<file path="src/rtl/bcd_7seg_scan_driver.sv">
// Time-multiplexed BCD to 7-segment scan driver with double-buffered display value.
// Define BCD7SEG_DP_EN to add the per-digit decimal point (dp_in/dp).
module bcd_7seg_scan_driver #(
    parameter int unsigned NUM_DIGITS      = 4,
    parameter int unsigned REFRESH_DIV     = 1000,
    parameter bit          SEG_ACTIVE_HIGH = 1'b1,
    parameter bit          DIG_ACTIVE_HIGH = 1'b1,
    localparam int unsigned IDX_W = (NUM_DIGITS > 1) ? $clog2(NUM_DIGITS) : 1
) (
    input  logic                    clk,
    input  logic                    rst,
    input  logic [4*NUM_DIGITS-1:0] bcd_in,
    input  logic                    load,
    input  logic                    blank_lz,
`ifdef BCD7SEG_DP_EN
    input  logic [NUM_DIGITS-1:0]   dp_in,
    output logic                    dp,
`endif
    output logic [6:0]              seg,
    output logic [NUM_DIGITS-1:0]   an,
    output logic [IDX_W-1:0]        dig_idx,
    output logic                    frame_done,
    output logic                    upd_ack,
    output logic                    bcd_err
);

    localparam int unsigned PRE_W = (REFRESH_DIV > 1) ? $clog2(REFRESH_DIV) : 1;
    localparam logic [6:0] SEG_OFF = {7{~SEG_ACTIVE_HIGH}};
    localparam logic [NUM_DIGITS-1:0] AN_OFF = {NUM_DIGITS{~DIG_ACTIVE_HIGH}};

    logic [PRE_W-1:0]                pre_cnt;
    logic [NUM_DIGITS-1:0][3:0]      disp;
    logic [NUM_DIGITS-1:0][3:0]      pend;
    logic                            pend_vld;
`ifdef BCD7SEG_DP_EN
    logic [NUM_DIGITS-1:0]           disp_dp;
    logic [NUM_DIGITS-1:0]           pend_dp;
`endif

    logic                  pre_tc;
    logic                  last_dig;
    logic                  wrap;
    logic                  bcd_bad;
    logic                  blank;
    logic [NUM_DIGITS-1:0] upper_zero;
    logic [6:0]            seg_next;
    logic [NUM_DIGITS-1:0] an_next;

    function automatic logic [6:0] decode(input logic [3:0] d);
        case (d)
            4'd0:    decode = 7'b1111110;
            4'd1:    decode = 7'b0110000;
            4'd2:    decode = 7'b1101101;
            4'd3:    decode = 7'b1111001;
            4'd4:    decode = 7'b0110011;
            4'd5:    decode = 7'b1011011;
            4'd6:    decode = 7'b1011111;
            4'd7:    decode = 7'b1110000;
            4'd8:    decode = 7'b1111111;
            4'd9:    decode = 7'b1111011;
            default: decode = 7'b0000000;
        endcase
    endfunction

    assign pre_tc   = (pre_cnt == PRE_W'(REFRESH_DIV - 1));
    assign last_dig = (dig_idx == IDX_W'(NUM_DIGITS - 1));
    assign wrap     = pre_tc && last_dig;

    always_comb begin
        bcd_bad = 1'b0;
        for (int i = 0; i < int'(NUM_DIGITS); i++) begin
            if (bcd_in[4*i +: 4] > 4'd9) begin
                bcd_bad = 1'b1;
            end
        end
    end

    // upper_zero[i]: displayed digits i..N-1 are all zero
    always_comb begin
        upper_zero = '0;
        for (int i = 0; i < int'(NUM_DIGITS); i++) begin
            upper_zero[i] = ((disp >> (4 * i)) == '0);
        end
    end

    always_comb begin
        blank    = blank_lz && (dig_idx != '0) && upper_zero[dig_idx];
        seg_next = (blank ? 7'b0000000 : decode(disp[dig_idx])) ^ SEG_OFF;
        an_next  = (NUM_DIGITS'(1) << dig_idx) ^ AN_OFF;
    end

    always_ff @(posedge clk or posedge rst) begin
        if (rst) begin
            pre_cnt    <= '0;
            dig_idx    <= '0;
            disp       <= '0;
            pend       <= '0;
            pend_vld   <= 1'b0;
            seg        <= SEG_OFF;
            an         <= AN_OFF;
            frame_done <= 1'b0;
            upd_ack    <= 1'b0;
            bcd_err    <= 1'b0;
`ifdef BCD7SEG_DP_EN
            disp_dp    <= '0;
            pend_dp    <= '0;
            dp         <= 1'b0;
`endif
        end else begin
            frame_done <= wrap;
            upd_ack    <= 1'b0;

            if (pre_tc) begin
                pre_cnt <= '0;
                dig_idx <= last_dig ? '0 : dig_idx + IDX_W'(1);
            end else begin
                pre_cnt <= pre_cnt + PRE_W'(1);
            end

            if (load) begin
                bcd_err <= bcd_bad;
            end

            // A load on the wrap cycle bypasses the pending buffer
            if (wrap) begin
                if (load) begin
                    disp     <= bcd_in;
                    pend_vld <= 1'b0;
                    upd_ack  <= 1'b1;
`ifdef BCD7SEG_DP_EN
                    disp_dp  <= dp_in;
`endif
                end else if (pend_vld) begin
                    disp     <= pend;
                    pend_vld <= 1'b0;
                    upd_ack  <= 1'b1;
`ifdef BCD7SEG_DP_EN
                    disp_dp  <= pend_dp;
`endif
                end
            end else if (load) begin
                pend     <= bcd_in;
                pend_vld <= 1'b1;
`ifdef BCD7SEG_DP_EN
                pend_dp  <= dp_in;
`endif
            end

            seg <= seg_next;
            an  <= an_next;
`ifdef BCD7SEG_DP_EN
            dp  <= disp_dp[dig_idx] ^ ~SEG_ACTIVE_HIGH;
`endif
        end
    end

endmodule

</file>
<file path="config.mk">
export PLATFORM = sky130hd
export DESIGN_NAME = bcd_7seg_scan_driver
export DESIGN_NICKNAME = d
export VERILOG_FILES = /design/src/rtl/bcd_7seg_scan_driver.sv
export SDC_FILE = /design/constraint.sdc
export NUM_CORES = 1
export LEC_CHECK = 0
export ABC_AREA = 1
export BUFFER_PORTS_ARGS = -buffer_cell sky130_fd_sc_hd__buf_2
export CAP_MARGIN = 20
export CORE_MARGIN = 3
export CORE_UTILIZATION = 30
export DETAILED_ROUTE_END_ITERATION = 8
export GPL_ROUTABILITY_DRIVEN = 0
export HOLD_SLACK_MARGIN = 0.03
export PLACE_DENSITY = 0.52
export SYNTH_ARGS = -nofsm -noshare
export SYNTH_HDL_FRONTEND = slang
export SYNTH_SLANG_ARGS = --single-unit
</file>
<file path="constraint.sdc">
create_clock -name clk -period 2.2 [get_ports clk]
set_clock_uncertainty 0.05 [all_clocks]
set_input_delay 0.33 -clock clk [delete_from_list [all_inputs] [get_ports clk]]
set_output_delay 0.33 -clock clk [all_outputs]
set_load 0.02 [all_outputs]
</file>
==> summary.md <==
| Metric | Value |
|---|---|
| Post-DR wirelength/cell | 11.47 um |
| Cell Pwr Density | 602.1 nW/um^2 |
| Crit path launch type | flop |
| CP endpoint kind | flop |
| # IOs | 36 |
| Post-synth design cell area | 3117 sq um |
| CP arrival | 2110 ps |
| Layout cells sized above 1 | 20.00% |
| Detailed Place HPWL | 4.644 mm |
| Core Area | 9955 sq um |
| Reg2Reg Depth | 10 |
| Clk_lat worst skew | 330 ps |
| Vias | 2475 |
| Total Routed Length | 6.456 mm |
| Final Hold Fails | 0 |
| Synth warn | 0 |
| Cts repair resizes | 0 |
| Worst slew margin | 65.86% |
| Largest net degree at the start of global routing | 40 |
| DRC viols | 0 |
| Max Slew Vio Count | 0 |
| Post-route setup TNS | 0 ps |
| Most common cell after layout, fill and taps aside | nand2_1 |
| MaxCap Viol Count | 0 |
| CTS tree | built |
| Fill cells | 1066 |
| Vias/cell | 4.396 |
| Site Rows | 36 |
| First-pass GRT wire length | 11.43 mm |
| Initial Utilization | 31.31% |
| Post-DP Area | 3406 sq um |
| Worst hold margin | 191.2 ps |
| TritonCTS Sinks | 59 |
| First-pass DRT Iterations | 5 |
| Worst-path fanout max | 14 |
| Initial antenna violation count | 0 |
| IO Port Bufs | 35 |
| Worst Tran Pin Value | 511.3 ps |
| Worst-path clk slew | 70 ps |
| Hold crit path type | primary input to flop |
| Total grt overflow | 0 |
| Post-synth net total | 418 |
| TritonCTS Buffers | 9 |
| Mapped Cells | 388 |
| Worst Path Required | 2410 ps |
| Most frequent cells in the layout | nand2_1 (121), dfrtp_1 (59), buf_2 (35) |
| Fmax | 526.7 MHz |
| Full die area | 11650 sq um |
| Leakage | 0.001884 uW |
| Status | complete, no violations |
| ANT cells | 0 |
| RSZ-0062 raised after global routing | false |
| Number of global-route vias before repair | 2367 |
| Die Y | 107.9 um |
| 1st-iter DRT viols | 101 |
| Maximum VDD drop | 0.3341 mV |
| Post-synthesis cell type count | 29 |
| Flops & latches, synth | 59 |
| Area grow syn2layout | 15.38% |
| Post-route ant nets | 0 |
| Final instance area | 3596 sq um |
| Nets | 455 |
| Final Cycle Share | 86.31% |
| Endpoints failing setup | 0 |
| CTS H-tree depth | 3 |
| Syn Area/Cell | 8.033 sq um |
| CP Class | flop to flop |
| Fin util | 36.12% |
| DIE WIDTH | 107.9 um |
| Hold path cells | 3 |
| Clock Tree Buf Depth | 2 |
| Sequential area share after synthesis | 47.37% |
| Clk root buf | clkbuf_8 |
| Gr usage total | 12.26% |
| Crit path time final | 1899 ps |
-- cell families (layout without fill, tap and decap cells) --
kind of cell / count (synthesis) / in the layout / synth area share, %
simple gates: 228 / 228 / 34.20
flops: 59 / 59 / 47.37
buf+inv: 57 / 99 / 8.470
compound gates: 32 / 32 / 5.380
fa+ha+maj: 10 / 10 / 4.014
xor+xnor: 2 / 2 / 0.5621
-- final cells by class --
type | count | area, sq um | share of cell area, %
well taps | 133 | 166.4 | 4.628
repair buffers | 42 | 242.7 | 6.750
flip-flops and latches | 59 | 1476 | 41.06
clock buffers | 12 | 155.1 | 4.315
inverters | 41 | 153.9 | 4.280
clock inverters | 4 | 25.02 | 0.6959
multi-input cells | 272 | 1376 | 38.27
-- registers in the layout, indices dropped and copies added (netlist names) --
register	count
disp	16
pend	16
pre_cnt	10
seg	7
an	4
dig_idx	2
bcd_err	1
frame_done	1
pend_vld	1
upd_ack	1
-- cells in the mapped netlist --
| master | instances | area [sq um] |
|---|---|---|
| buf_1 | 1 | 3.750 |
| and2_1 | 1 | 6.260 |
| inv_2 | 7 | 26.28 |
| dfrtp_1 | 59 | 1476 |
| buf_12 | 1 | 20.02 |
| ha_1 | 10 | 125.1 |
| nor2_1 | 33 | 123.9 |
| xor2_1 | 2 | 17.52 |
| nand3b_1 | 1 | 7.510 |
| a21boi_0 | 1 | 7.510 |
| inv_1 | 34 | 127.6 |
| nor2_8 | 1 | 20.02 |
| nand3_1 | 29 | 145.1 |
| o22a_1 | 1 | 8.760 |
| nand2_8 | 2 | 40.04 |
| nor3_1 | 3 | 15.01 |
| nand2_1 | 121 | 454.2 |
| a21oi_1 | 5 | 25.02 |
| nand4_1 | 18 | 112.6 |
| a31oi_1 | 1 | 6.260 |
| buf_4 | 1 | 7.510 |
| nand3_4 | 2 | 35.03 |
| nor2_2 | 2 | 12.51 |
| clkbuf_1 | 4 | 15.01 |
| buf_6 | 3 | 33.78 |
| nand2_2 | 14 | 87.58 |
| buf_2 | 6 | 30.03 |
| o21ai_0 | 24 | 120.1 |
| or2_2 | 1 | 6.260 |
-- repair_timing --
action	CTS	global route
hold buffers	1	0
endpoints found under the hold margin	20	0
endpoints found under the setup margin	0	0
buffers inserted	0	0
-- final timing paths --
path / to / slack, ps / startpoint
min in group asynchronous: pend[1] / 530 / rst
setup reg to reg: seg[0] / 300 / dig_idx[0]
setup / recovery: seg[0] / 300 / dig_idx[0]
max in group asynchronous: seg[6] / 1010 / rst
hold / removal: pend[4] / 190 / bcd_in[4]
hold reg to reg: pend[6] / 420 / pend[6]
-- where the power goes --
part | leakage, uW | internal (uW) | switching, uW | total [uW]
combinational | 0.00106 | 52.2 | 88.9 | 141
sequential | 0.000735 | 1110 | 15.9 | 1130
clock | 0.0000884 | 467 | 429 | 896
-- critical path, cell delays in order (launching register included) --
cell	delay, ps
dfrtp_1	600
inv_2	190
nand2_1	100
nand3_1	70
nand2_1	180
inv_1	90
ha_1	190
nand3b_1	140
nand2_1	80
nor2_1	50
nor2_1	90
-- per-layer routing --
metal	vias to the layer above	track usage (%)	routed length, um	share of wire [%]
met3	5	3.239	312	4.8
met2	60	17.18	2697	42
met5	-	0	0	0
met4	0	4.058	55	0.85
met1	1109	18.20	3391	53
li1	1301	-	-	-
-- through the flow --
step / instances / setup WS (ps) / total power [uW]
after detailed placement: 546 / 322.5 / 1292
after floorplan: 388 / 363.7 / 1241
after global placement: 546 / 374.2 / 1289
after global routing: 563 / 91.79 / 2281
after CTS: 563 / 303.6 / 2220
final: 563 / 301.3 / 2165
(Power assumes the default switching activity.)
